[src/rtl/sdram_read.sv]
// SDRAM page-read engine: requests the bus, opens rows 0..END_ROW, streams
// 4-word bursts across every column, yields to refresh between bursts and captures data.
`timescale 1ns/1ps

module sdram_read #(
  parameter int CAS_LAT = 3,
  parameter int T_RCD   = 2,
  parameter int T_RP    = 2,
  parameter int END_ROW = 1
) (
  input  logic        sys_clk,
  input  logic        sys_rst,
  input  logic        read_trig,
  input  logic        read_en,
  input  logic        refresh_req,
  input  logic [15:0] sdram_dq,
  output logic        read_req,
  output logic        read_end,
  output logic        burst_end,
  output logic [3:0]  read_cmd,
  output logic [11:0] read_addr,
  output logic [1:0]  bank_addr,
  output logic [15:0] rd_data,
  output logic        rd_data_valid
);

  localparam logic [3:0]  CMD_NOP   = 4'b0111;
  localparam logic [3:0]  CMD_ACT   = 4'b0011;
  localparam logic [3:0]  CMD_READ  = 4'b0101;
  localparam logic [3:0]  CMD_PRE   = 4'b0010;
  localparam logic [11:0] ADDR_ALL  = 12'h400;
  localparam logic [8:0]  LAST_COL  = 9'd508;
  localparam logic [11:0] LAST_ROW  = 12'(END_ROW);
  localparam logic [3:0]  RCD_LAST  = 4'(T_RCD);
  localparam logic [3:0]  RP_LAST   = 4'(T_RP);
  localparam int          PIPE_W    = CAS_LAT + 3;

  typedef enum logic [4:0] {
    ST_IDLE = 5'b00001,
    ST_REQ  = 5'b00010,
    ST_ACT  = 5'b00100,
    ST_RD   = 5'b01000,
    ST_PRE  = 5'b10000
  } state_t;

  typedef enum logic [1:0] {
    EXIT_IDLE = 2'd0,
    EXIT_REQ  = 2'd1,
    EXIT_ACT  = 2'd2
  } exit_t;

  state_t             state_r;
  exit_t              exit_r;
  logic [3:0]         wait_cnt_r;
  logic [1:0]         burst_cnt_r;
  logic [8:0]         col_r;
  logic [11:0]        row_r;
  logic [PIPE_W-1:0]  rd_pipe_r;

  logic               row_done_s;
  logic [8:0]         col_next_s;
  logic [11:0]        row_next_s;
  logic               capture_s;

  assign bank_addr  = 2'b00;
  assign row_done_s = (col_r == LAST_COL);
  // The 9-bit column wraps 508+4 back to 0, which is exactly the row-change point.
  assign col_next_s = col_r + 9'd4;
  assign row_next_s = row_done_s ? (row_r + 12'd1) : row_r;

  // Main sequencer: state, address counters and all registered command outputs.
  always_ff @(posedge sys_clk or posedge sys_rst) begin
    if (sys_rst) begin
      state_r     <= ST_IDLE;
      exit_r      <= EXIT_IDLE;
      wait_cnt_r  <= 4'd0;
      burst_cnt_r <= 2'd0;
      col_r       <= 9'd0;
      row_r       <= 12'd0;
      read_req    <= 1'b0;
      read_end    <= 1'b0;
      burst_end   <= 1'b0;
      read_cmd    <= CMD_NOP;
      read_addr   <= 12'd0;
    end else begin
      read_req  <= 1'b0;
      read_end  <= 1'b0;
      burst_end <= 1'b0;
      read_cmd  <= CMD_NOP;
      read_addr <= 12'd0;
      case (state_r)
        ST_IDLE: begin
          if (read_trig) begin
            state_r  <= ST_REQ;
            read_req <= 1'b1;
          end
        end
        ST_REQ: begin
          if (read_en) begin
            state_r    <= ST_ACT;
            wait_cnt_r <= 4'd0;
            read_cmd   <= CMD_ACT;
            read_addr  <= row_r;
          end else begin
            read_req <= 1'b1;
          end
        end
        ST_ACT: begin
          if (wait_cnt_r == RCD_LAST) begin
            state_r     <= ST_RD;
            burst_cnt_r <= 2'd0;
            read_cmd    <= CMD_READ;
            read_addr   <= {3'b000, col_r};
          end else begin
            wait_cnt_r <= wait_cnt_r + 4'd1;
          end
        end
        ST_RD: begin
          burst_cnt_r <= burst_cnt_r + 2'd1;
          if (burst_cnt_r == 2'd3) begin
            col_r <= col_next_s;
            row_r <= row_next_s;
            // Last-row end outranks refresh; a refresh at any other row end still advances the row.
            if (row_done_s && (row_r == LAST_ROW)) begin
              state_r    <= ST_PRE;
              exit_r     <= EXIT_IDLE;
              wait_cnt_r <= 4'd0;
              read_cmd   <= CMD_PRE;
              read_addr  <= ADDR_ALL;
            end else if (refresh_req) begin
              state_r    <= ST_PRE;
              exit_r     <= EXIT_REQ;
              wait_cnt_r <= 4'd0;
              burst_end  <= 1'b1;
              read_cmd   <= CMD_PRE;
              read_addr  <= ADDR_ALL;
            end else if (row_done_s) begin
              state_r    <= ST_PRE;
              exit_r     <= EXIT_ACT;
              wait_cnt_r <= 4'd0;
              read_cmd   <= CMD_PRE;
              read_addr  <= ADDR_ALL;
            end else begin
              read_cmd  <= CMD_READ;
              read_addr <= {3'b000, col_next_s};
            end
          end
        end
        ST_PRE: begin
          if (wait_cnt_r == RP_LAST) begin
            case (exit_r)
              EXIT_REQ: begin
                state_r  <= ST_REQ;
                read_req <= 1'b1;
              end
              EXIT_ACT: begin
                state_r    <= ST_ACT;
                wait_cnt_r <= 4'd0;
                read_cmd   <= CMD_ACT;
                read_addr  <= row_r;
              end
              default: begin
                state_r  <= ST_IDLE;
                read_end <= 1'b1;
                row_r    <= 12'd0;
                col_r    <= 9'd0;
              end
            endcase
          end else begin
            wait_cnt_r <= wait_cnt_r + 4'd1;
          end
        end
        default: begin
          state_r <= ST_IDLE;
        end
      endcase
    end
  end

  // A READ seen on the command bus opens a 4-word capture window CAS_LAT cycles later.
  assign capture_s = |rd_pipe_r[PIPE_W-1:CAS_LAT-1];

  // Read-data capture, driven only by issued READs so it drains after the FSM moves on.
  always_ff @(posedge sys_clk or posedge sys_rst) begin
    if (sys_rst) begin
      rd_pipe_r     <= '0;
      rd_data       <= 16'd0;
      rd_data_valid <= 1'b0;
    end else begin
      rd_pipe_r     <= {rd_pipe_r[PIPE_W-2:0], (read_cmd == CMD_READ)};
      rd_data_valid <= capture_s;
      if (capture_s) begin
        rd_data <= sdram_dq;
      end else begin
        rd_data <= rd_data;
      end
    end
  end

endmodule

[config.mk]
export PLATFORM = sky130hd
export DESIGN_NAME = sdram_read
export DESIGN_NICKNAME = d
export VERILOG_FILES = /design/src/rtl/sdram_read.sv
export SDC_FILE = /design/constraint.sdc
export NUM_CORES = 1
export LEC_CHECK = 0
export ABC_AREA = 1
export CAP_MARGIN = 20
export CORE_AREA = 4 4 116 118
export CTS_CLUSTER_DIAMETER = 200
export CTS_CLUSTER_SIZE = 12
export DETAILED_ROUTE_END_ITERATION = 7
export DIE_AREA = 0 0 120 122
export DONT_BUFFER_PORTS = 1
export PLACE_DENSITY = 0.55
export SLEW_MARGIN = 20
export SYNTH_ARGS = -nofsm -noshare
export SYNTH_HDL_FRONTEND = slang
export SYNTH_SLANG_ARGS = --single-unit
[constraint.sdc]
create_clock -name sys_clk -period 2.1 [get_ports sys_clk]
set_input_delay 0.42 -clock sys_clk [delete_from_list [all_inputs] [get_ports sys_clk]]
set_output_delay 0.42 -clock sys_clk [all_outputs]
set_load 0.01 [all_outputs]
==> flow_summary.ini, run 1 <==
[grt]
grt_max_degree = 74
grt_pass1_wl_um = 12390
antenna_found_initial = 0
first_global_vias = 2471
grt-ovfl-total = 0
grt_usage_pct = 10.66

[worst_setup_path]
r2r-end = read_addr[2]
r2r_cells = 8
timing.rr.start = wait_cnt_r[0]
cp-end-kind = register
crit_path_start = wait_cnt_r[0]
r2r_slack_ns = 0.27
worstPathArrival_ns = 2.01
cp-start-kind = register
criticalPathCategory = register to register
crit_fanout = 7
critPathRequiredTime_ns = 2.28

[sta]
tns_ns = 0
rsz0062_at_grt = no
fmax_ghz = 0.5472
setup_viol_count_final = 0
finalCriticalPeriod_ns = 1.828
finClkSkew_ns = 0.005634
slew_violations = 0
finalHoldViolCount = 0
slew_headroom_pct = 57.26
period_share_pct = 87.03
hold_slack_ns = 0.07158
tightest_slew_ns = 0.6396

[yosys]
ys_ff_latch = 73
syn_inst = 390
synth.area.top_cells = dfrtp_1 47%, nand2_1 7.8%, mux2_2 4.9%
syn_avg_cell_area_um2 = 9.467
synth_seq_area_share_pct = 49.61
async_reset_ff_share_pct = 100.0
synth-main-ff-cell = dfrtp_1
synth_area_um2 = 3692
synth_enable_flop_cells = 0
synth_commonest_cells = 77 x nand2_1, 69 x dfrtp_1, 37 x inv_1, 31 x nor2_1, 30 x nand3_1
synth.distinct_cells = 43
post-synth-top-count-cell = nand2_1
synth_top_area_share_pct = 46.76
synth_warnings = 0
synth.largest_area_cell = dfrtp_1

[power]
clock_power_share_pct = 37.1
comb_power_share_pct = 18.2
p_leak_nw = 1.949
seq_power_share_pct = 44.6
p_int_mw = 3.088
swShare_pct = 29.16
p_per_area_nw_per_um2 = 1038
power_switching_mw = 1.271
ir_drop_v = 0.0004133

[routing]
drtAntennaViolNets = 0
wl_per_cell_um = 13.01
post-route-drc-count = 0
vias_per_cell = 4.578
vias = 2623
wl_um = 7456
first_iter_violations = 92
dr.pass1.iters = 4

[floorplan]
num_rows = 41
core_um2 = 12470
die_y_um = 122
start_util_pct = 29.62
dieWidth_um = 120
dieArea_um2 = 14640
ios = 59

[cts]
post_cts_resize_count = 0
clockRootBuffer = clkbuf_16
cts_buffers = 9
cts_buffer_depth = 2
clk_latency_ns = 0.33
cts_max_level = 3
clk_pin_slew_ns = 0.06
postCtsSetupBuffers = 0
cts_sinks = 73
cts_tree = done
hold_buffers = 0

[place]
numPortBuffers = 0
post-dp-hpwl_um = 5555
gp_congestion = 0.8428

[layout]
drive_above_1_share_pct = 23.44
synthToLayoutAreaGrowth_pct = 13.72
n_fill_cell = 1287
final_nets = 426
diodes = 0

[min_path]
hold_class = primary input to async pin

[run_status]
status = finished, final reports clean

[flow_run]
cap_viol_max_count = 0
worst max-delay path, cell delays in order, from the launching register on:
cell     delay (ns)
dfrtp_1        0.42
inv_1          0.06
ha_1           0.20
nand2_1        0.20
inv_1          0.17
nand2_2        0.17
inv_2          0.10
a22oi_1        0.20
o21ai_0        0.16
stage by stage:
stage / power, mW / std cells / instance area, µm² / util, % / worst slack (ns)
after floorplan: 2.623 / 392 / 3704 / - / 0.6221
after global placement: 2.764 / 557 / 3880 / 31.13 / 0.3440
after detailed placement: 2.788 / 557 / 3880 / 31.13 / 0.3008
after CTS: 4.432 / 573 / 4199 / 33.68 / 0.2875
after global routing: 4.613 / 573 / 4199 / 33.68 / 0.1103
final: 4.359 / 573 / 4199 / 33.68 / 0.2724
state kept, by name, indices dropped and copies added, names as in the netlist:
signal         count
rd_data           16
read_addr         12
row_r             12
col_r              7
rd_pipe_r          6
state_r            5
wait_cnt_r         4
read_cmd           3
burst_cnt_r        2
exit_r             2
burst_end          1
rd_data_valid      1
read_end           1
read_req           1
metal layers:
| layer | part of all wire [%] | up-vias | track usage [%] |
|---|---|---|---|
| met5 | 0 | - | 0 |
| met4 | 1.1 | 0 | 3.436 |
| met3 | 7.8 | 8 | 3.900 |
| met2 | 46 | 85 | 16.54 |
| met1 | 45 | 1243 | 13.87 |
| li1 | - | 1287 | - |
placed cells by master, fill, tap and decap left out, types with 6 or more instances in the layout:
| cell type | instances |
|---|---|
| mux2_2 | 16 |
| nand3_1 | 30 |
| nand2_1 | 77 |
| inv_2 | 7 |
| dfrtp_1 | 69 |
| nand4_1 | 6 |
| ha_1 | 9 |
| nor2_1 | 31 |
| o21ai_2 | 14 |
| inv_1 | 36 |
| nand2_2 | 13 |
| clkbuf_16 | 9 |
| o21ai_1 | 8 |
kinds of logic after synthesis:
family,count (synthesis),share of synthesized area [%]
other cells,1,0.1016
fa+ha+maj,9,3.050
compound gates,46,8.845
mux,16,4.880
simple gates,186,25.96
flops,73,49.61
buf+inv,54,6.370
xor+xnor,5,1.186
area by class of cell:
type | count | area (µm²) | share of cell area [%]
Sequential cell | 73 | 1832 | 43.62
Timing Repair Buffer | 1 | 20.02 | 0.4768
Inverter | 46 | 180.2 | 4.291
Clock inverter | 6 | 90.09 | 2.145
Multi-Input combinational cell | 265 | 1633 | 38.89
Tap cell | 172 | 215.2 | 5.125
Clock buffer | 10 | 229.0 | 5.453
power groups by stage:
| stage | registers, mW | clock network (mW) | logic (mW) |
|---|---|---|---|
| global route | 1.98 | 1.74 | 0.896 |
| global placement | 1.97 | 0 | 0.792 |
| detailed placement | 1.98 | 0 | 0.804 |
| finish | 1.95 | 1.62 | 0.794 |
| floorplan | 1.93 | 0 | 0.693 |
| CTS | 1.96 | 1.67 | 0.809 |
worst max path at each step:
stage                   end  depth (start not counted)
3_3_place_gp       row_r[7]                          8
5_1_grt            row_r[9]                          8
2_1_floorplan      row_r[3]                          9
3_5_place_dp       row_r[7]                          8
4_1_cts            row_r[7]                          8
6_report       read_addr[2]                          8
Power figures use the tool's default switching activity.
==> run 2: changes to the inputs <==
CELL_PAD_IN_SITES_DETAIL_PLACEMENT = 1   (was default)
CELL_PAD_IN_SITES_GLOBAL_PLACEMENT = 2   (was default)
PLACE_DENSITY = 0.75   (was 0.55)
==> run 2 against run 1 <==
Core utilization shrank 0.16 points. Design area decreased by 0.48%. Clock skew hardly changed. Via count is 1.4% higher. Die area is the same. Cell count rose by 0.17%. Clock-buffer cell count is 1 higher. Global-route usage up 2.3 points. Setup slack worse by 0.020 ns.
==> flow_summary.ini, run 2 (synthesis results as in run 1) <==
[power]
p_int_mw = 2.913
seq_power_share_pct = 45.9
ir_drop_v = 0.0003409
clock_power_share_pct = 34.7
comb_power_share_pct = 19.4
p_leak_nw = 1.931
swShare_pct = 31.53
power_switching_mw = 1.341
p_per_area_nw_per_um2 = 1018

[routing]
wl_um = 8833
dr.pass1.iters = 4
wl_per_cell_um = 15.39
vias = 2659
vias_per_cell = 4.632
post-route-drc-count = 0
first_iter_violations = 97
drtAntennaViolNets = 0

[place]
gp_congestion = 0.8024
numPortBuffers = 0
postPlaceCellArea_um2 = 3887
post-dp-hpwl_um = 6458

[worst_setup_path]
cpLargestDelayFamily = simple AND/OR/NAND/NOR gates
worstPathArrival_ns = 2.06
r2r_slack_ns = 0.25
criticalPathCategory = register to register
cp-end-kind = register
worstPathCellList = ha_1 > nand2_1 > inv_1 > nand3_2 > o21ai_2 > nand3_4 > nand2_1 > o21ai_2
crit_fanout = 24
cp_slowest_cell = dfrtp_1
max_stage_delay_ns = 0.41
cp-start-kind = register
path_buf_inv = 1
critPathRequiredTime_ns = 2.31

[sta]
finClkSkew_ns = 0.005896
fmax_ghz = 0.5411
slew_violations = 0
rsz0062_at_grt = no
tightest_slew_ns = 0.6682
period_share_pct = 88.00
setup_viol_count_final = 0
finalHoldViolCount = 0
finalCriticalPeriod_ns = 1.848
slew_headroom_pct = 55.34
tns_ns = 0

[grt]
first_global_vias = 2785
antenna_found_initial = 0
grt_pass1_wl_um = 14660
grt_usage_pct = 12.92
grt_max_degree = 74
grt-ovfl-total = 0

[floorplan]
die_y_um = 122
start_util_pct = 29.62
dieWidth_um = 120
num_rows = 41
core_um2 = 12470
ios = 59
dieArea_um2 = 14640

[flow_run]
cap_viol_max_count = 0

[layout]
drive_above_1_share_pct = 23.88
synthToLayoutAreaGrowth_pct = 13.18
mostFrequentLayoutCell = nand2_1
diodes = 0
n_fill_cell = 1463
reg.largest.list = rd_data (16), read_addr (12), row_r (12)
final_nets = 427
largest_reg_flops = 16
fin_area_um2 = 4179
mostFrequentLayoutCells = 77 x nand2_1, 69 x dfrtp_1, 36 x inv_1
top_register = rd_data

[cts]
postCtsSetupBuffers = 0
cts_tree = done
cts_sinks = 73
post_cts_resize_count = 0
hold_buffers = 0
cts_max_level = 3
clk_latency_ns = 0.33
cts_buffers = 9
cts_buffer_depth = 2
clockRootBuffer = clkbuf_16
clk_pin_slew_ns = 0.06

[min_path]
hold_class = primary input to async pin

[run_status]
status = finished, final reports clean
## run 2: layout make-up
class / instances / area (µm²) / area share (%)
clock buffers: 11 / 252.7 / 6.048
clock inverters: 5 / 38.79 / 0.9281
inverters: 46 / 180.2 / 4.311
multi-input cells: 265 / 1633 / 39.07
flip-flops and latches: 73 / 1832 / 43.83
well taps: 172 / 215.2 / 5.150
repair buffers: 2 / 27.53 / 0.6587
## run 2: metal layers
| metal | up-vias | share of wire (%) | GRT usage [%] |
|---|---|---|---|
| li1 | 1285 | - | - |
| met1 | 1302 | 47 | 16.57 |
| met2 | 61 | 45 | 20.41 |
| met3 | 11 | 5.9 | 3.993 |
| met4 | 0 | 1.6 | 5.154 |
| met5 | - | 0 | 0 |
## run 2: power groups by stage
| stage | Sequential [mW] | Clock [mW] | Combinational (mW) |
|---|---|---|---|
| 5_1_grt | 1.99 | 1.59 | 0.926 |
| 6_report | 1.95 | 1.48 | 0.823 |
| 4_1_cts | 1.96 | 1.53 | 0.846 |
| 3_3_place_gp | 1.97 | 0 | 0.820 |
| 2_1_floorplan | 1.93 | 0 | 0.693 |
| 3_5_place_dp | 1.99 | 0 | 0.841 |
## run 2: path summary, 6_finish.rpt
check / start / to / depth (start not counted)
setup / recovery: col_r[2] / row_r[7] / 8
hold / removal: sys_rst / rd_pipe_r[2] / 2
setup reg to reg: col_r[2] / row_r[7] / 8
hold reg to reg: rd_pipe_r[1] / rd_pipe_r[2] / 0
max in group asynchronous: sys_rst / state_r[0] / 2
min in group sys_clk: sdram_dq[9] / rd_data[9] / 1
## run 2: through the flow
step / setup slack (ns) / utilization, % / std cells / power [mW] / hold WS, ns
final: 0.2520 / 33.52 / 574 / 4.253 / 0.07024
after global placement: 0.3171 / 31.19 / 558 / 2.791 / 0.3356
after detailed placement: 0.2269 / 31.19 / 558 / 2.827 / 0.3364
after CTS: 0.2219 / 33.52 / 574 / 4.338 / 0.08020
after global routing: 0.04206 / 33.52 / 574 / 4.506 / 0.09542
after floorplan: 0.6221 / - / 392 / 2.623 / 0.3312
==> run 3: changes to the inputs <==
CTS_BUF_LIST = sky130_fd_sc_hd__clkbuf_4 sky130_fd_sc_hd__clkbuf_8   (was default)
REMOVE_ABC_BUFFERS = 1   (was default)
==> run 3 against run 2 <==
Die area is the same. Design area is 2.3% lower. Sequential cell count unchanged. Clock power shrank 29%. Global-route usage fell by 0.19 points. Sequential power about the same. Register-to-register slack about the same. Cell count rose by 0.52%. First-iteration DRC count is 21% higher. Clock-buffer cell count is 2 lower. Via count increased by 0.34%.
==> flow_summary.ini, run 3 (synthesis results as in run 1) <==
[place]
post-dp-hpwl_um = 6622
place_inst = 560
gp_congestion = 0.7840
pre_cts_ws_ns = 0.2543
numPortBuffers = 0

[cts]
cts_tree = done
clockRootBuffer = clkbuf_8
cts_buffer_depth = 2
cts_sinks = 73
cts_max_level = 3
postCtsSetupBuffers = 0
post_cts_resize_count = 0
cts_buffers = 9
clk_pin_slew_ns = 0.09
clk_latency_ns = 0.36

[layout]
synthToLayoutAreaGrowth_pct = 10.57
drive_above_1_share_pct = 24.20
largest_reg_flops = 16
top_register = rd_data
mostFrequentLayoutCell = nand2_1
reg.largest.list = rd_data (16), read_addr (12), row_r (12)
fin_cells = 577
final_nets = 430
diodes = 0
mostFrequentLayoutCells = 77 x nand2_1, 69 x dfrtp_1, 36 x inv_1

[routing]
vias = 2668
drtAntennaViolNets = 0
dr.pass1.iters = 4
wl_um = 8827
wl_per_cell_um = 15.30
vias_per_cell = 4.624
first_iter_violations = 117
post-route-drc-count = 0

[sta]
finalHoldViolCount = 0
fmax_ghz = 0.5431
rsz0062_at_grt = no
setup_viol_count_final = 0
period_share_pct = 87.69
finClkSkew_ns = 0.009797
finalCriticalPeriod_ns = 1.841
slew_headroom_pct = 55.90
hold_slack_ns = 0.2092
setup_ws_ns = 0.2585
slew_violations = 0
tightest_slew_ns = 0.6599

[min_path]
min_from = sdram_dq[11]
hold_class = primary input to register
whs_path_depth = 1

[worst_setup_path]
r2r_cells = 8
crit_fanout = 24
critPathRequiredTime_ns = 2.33
worstPathArrival_ns = 2.08
cp-end-kind = register
cp-start-kind = register
timing.rr.start = col_r[2]
criticalPathCategory = register to register
crit_path_start = col_r[2]

[power]
totalPowerFinal_mw = 3.824
p_int_mw = 2.494
clock_power_share_pct = 27.6
seq_power_share_pct = 50.9
comb_power_share_pct = 21.5
swShare_pct = 34.80
power_switching_mw = 1.331
p_leak_nw = 1.903
p_per_area_nw_per_um2 = 936.7
ir_drop_v = 0.0002775

[floorplan]
dieArea_um2 = 14640
core_um2 = 12470
ios = 59
start_util_pct = 29.62
num_rows = 41
die_y_um = 122
dieWidth_um = 120

[grt]
grt_usage_pct = 12.74
first_global_vias = 2863
antenna_found_initial = 0
grt_max_degree = 33
grt_pass1_wl_um = 14680
grt-ovfl-total = 0

[flow_run]
cap_viol_max_count = 0

[run_status]
status = finished, final reports clean
-- run 3: path summary, 6_finish.rpt --
check                          endpoint  slack, ns
max in group asynchronous   read_cmd[0]       0.89
setup / recovery              row_r[10]       0.26
min in group asynchronous    state_r[2]       0.56
hold / removal              rd_data[11]       0.21
setup reg to reg              row_r[10]       0.26
hold reg to reg            rd_pipe_r[2]       0.35
-- run 3: area by class of cell --
| cell class | count | area, µm² |
|---|---|---|
| clock buffer | 9 | 123.9 |
| clock inverter | 7 | 61.31 |
| fill | 1466 | 8383 |
| inverter | 46 | 177.7 |
| multi-input combinational | 265 | 1633 |
| sequential | 73 | 1832 |
| tap | 172 | 215.2 |
| timing repair buffer | 5 | 40.04 |
-- run 3: power by group through the flow --
stage | Combinational [mW] | Clock, mW | Sequential, mW
finish | 0.823 | 1.05 | 1.95
global route | 0.916 | 1.18 | 1.98
CTS | 0.838 | 1.10 | 1.96
detailed placement | 0.834 | 0 | 1.98
global placement | 0.810 | 0 | 1.97
floorplan | 0.680 | 0 | 1.93
-- run 3: layer usage --
layer / share of wire [%] / vias up / routed length, µm / GRT usage, %
met1: 47 / 1313 / 4124 / 16.27
met2: 46 / 63 / 4047 / 20.72
met3: 6.0 / 9 / 530 / 3.575
met4: 1.4 / 0 / 125 / 4.510
li1: - / 1283 / - / -
met5: 0 / - / 0 / 0
-- run 3: through the flow --
stage / cell area (µm²) / setup TNS (ns) / util, %
after floorplan: 3641 / -11.50 / -
after global placement: 3887 / 0 / 31.19
after detailed placement: 3887 / 0 / 31.19
after CTS: 4083 / 0 / 32.75
after global routing: 4083 / 0 / 32.75
final: 4083 / 0 / 32.75
-- run 3: worst max-delay path: stages, from the launching register on --
cell and delay [ns]:
dfrtp_1 0.41, ha_1 0.20, nand2_1 0.08, inv_1 0.11, nand3_2 0.16, o21ai_2 0.19
nand3_4 0.33, nand2_1 0.18, o21ai_2 0.07
-- run 3: what timing repair did --
item | CTS | global route
hold endpoints to repair | 6 | 0
endpoints found under the setup margin | 0 | 0
hold buffers | 1 | 0
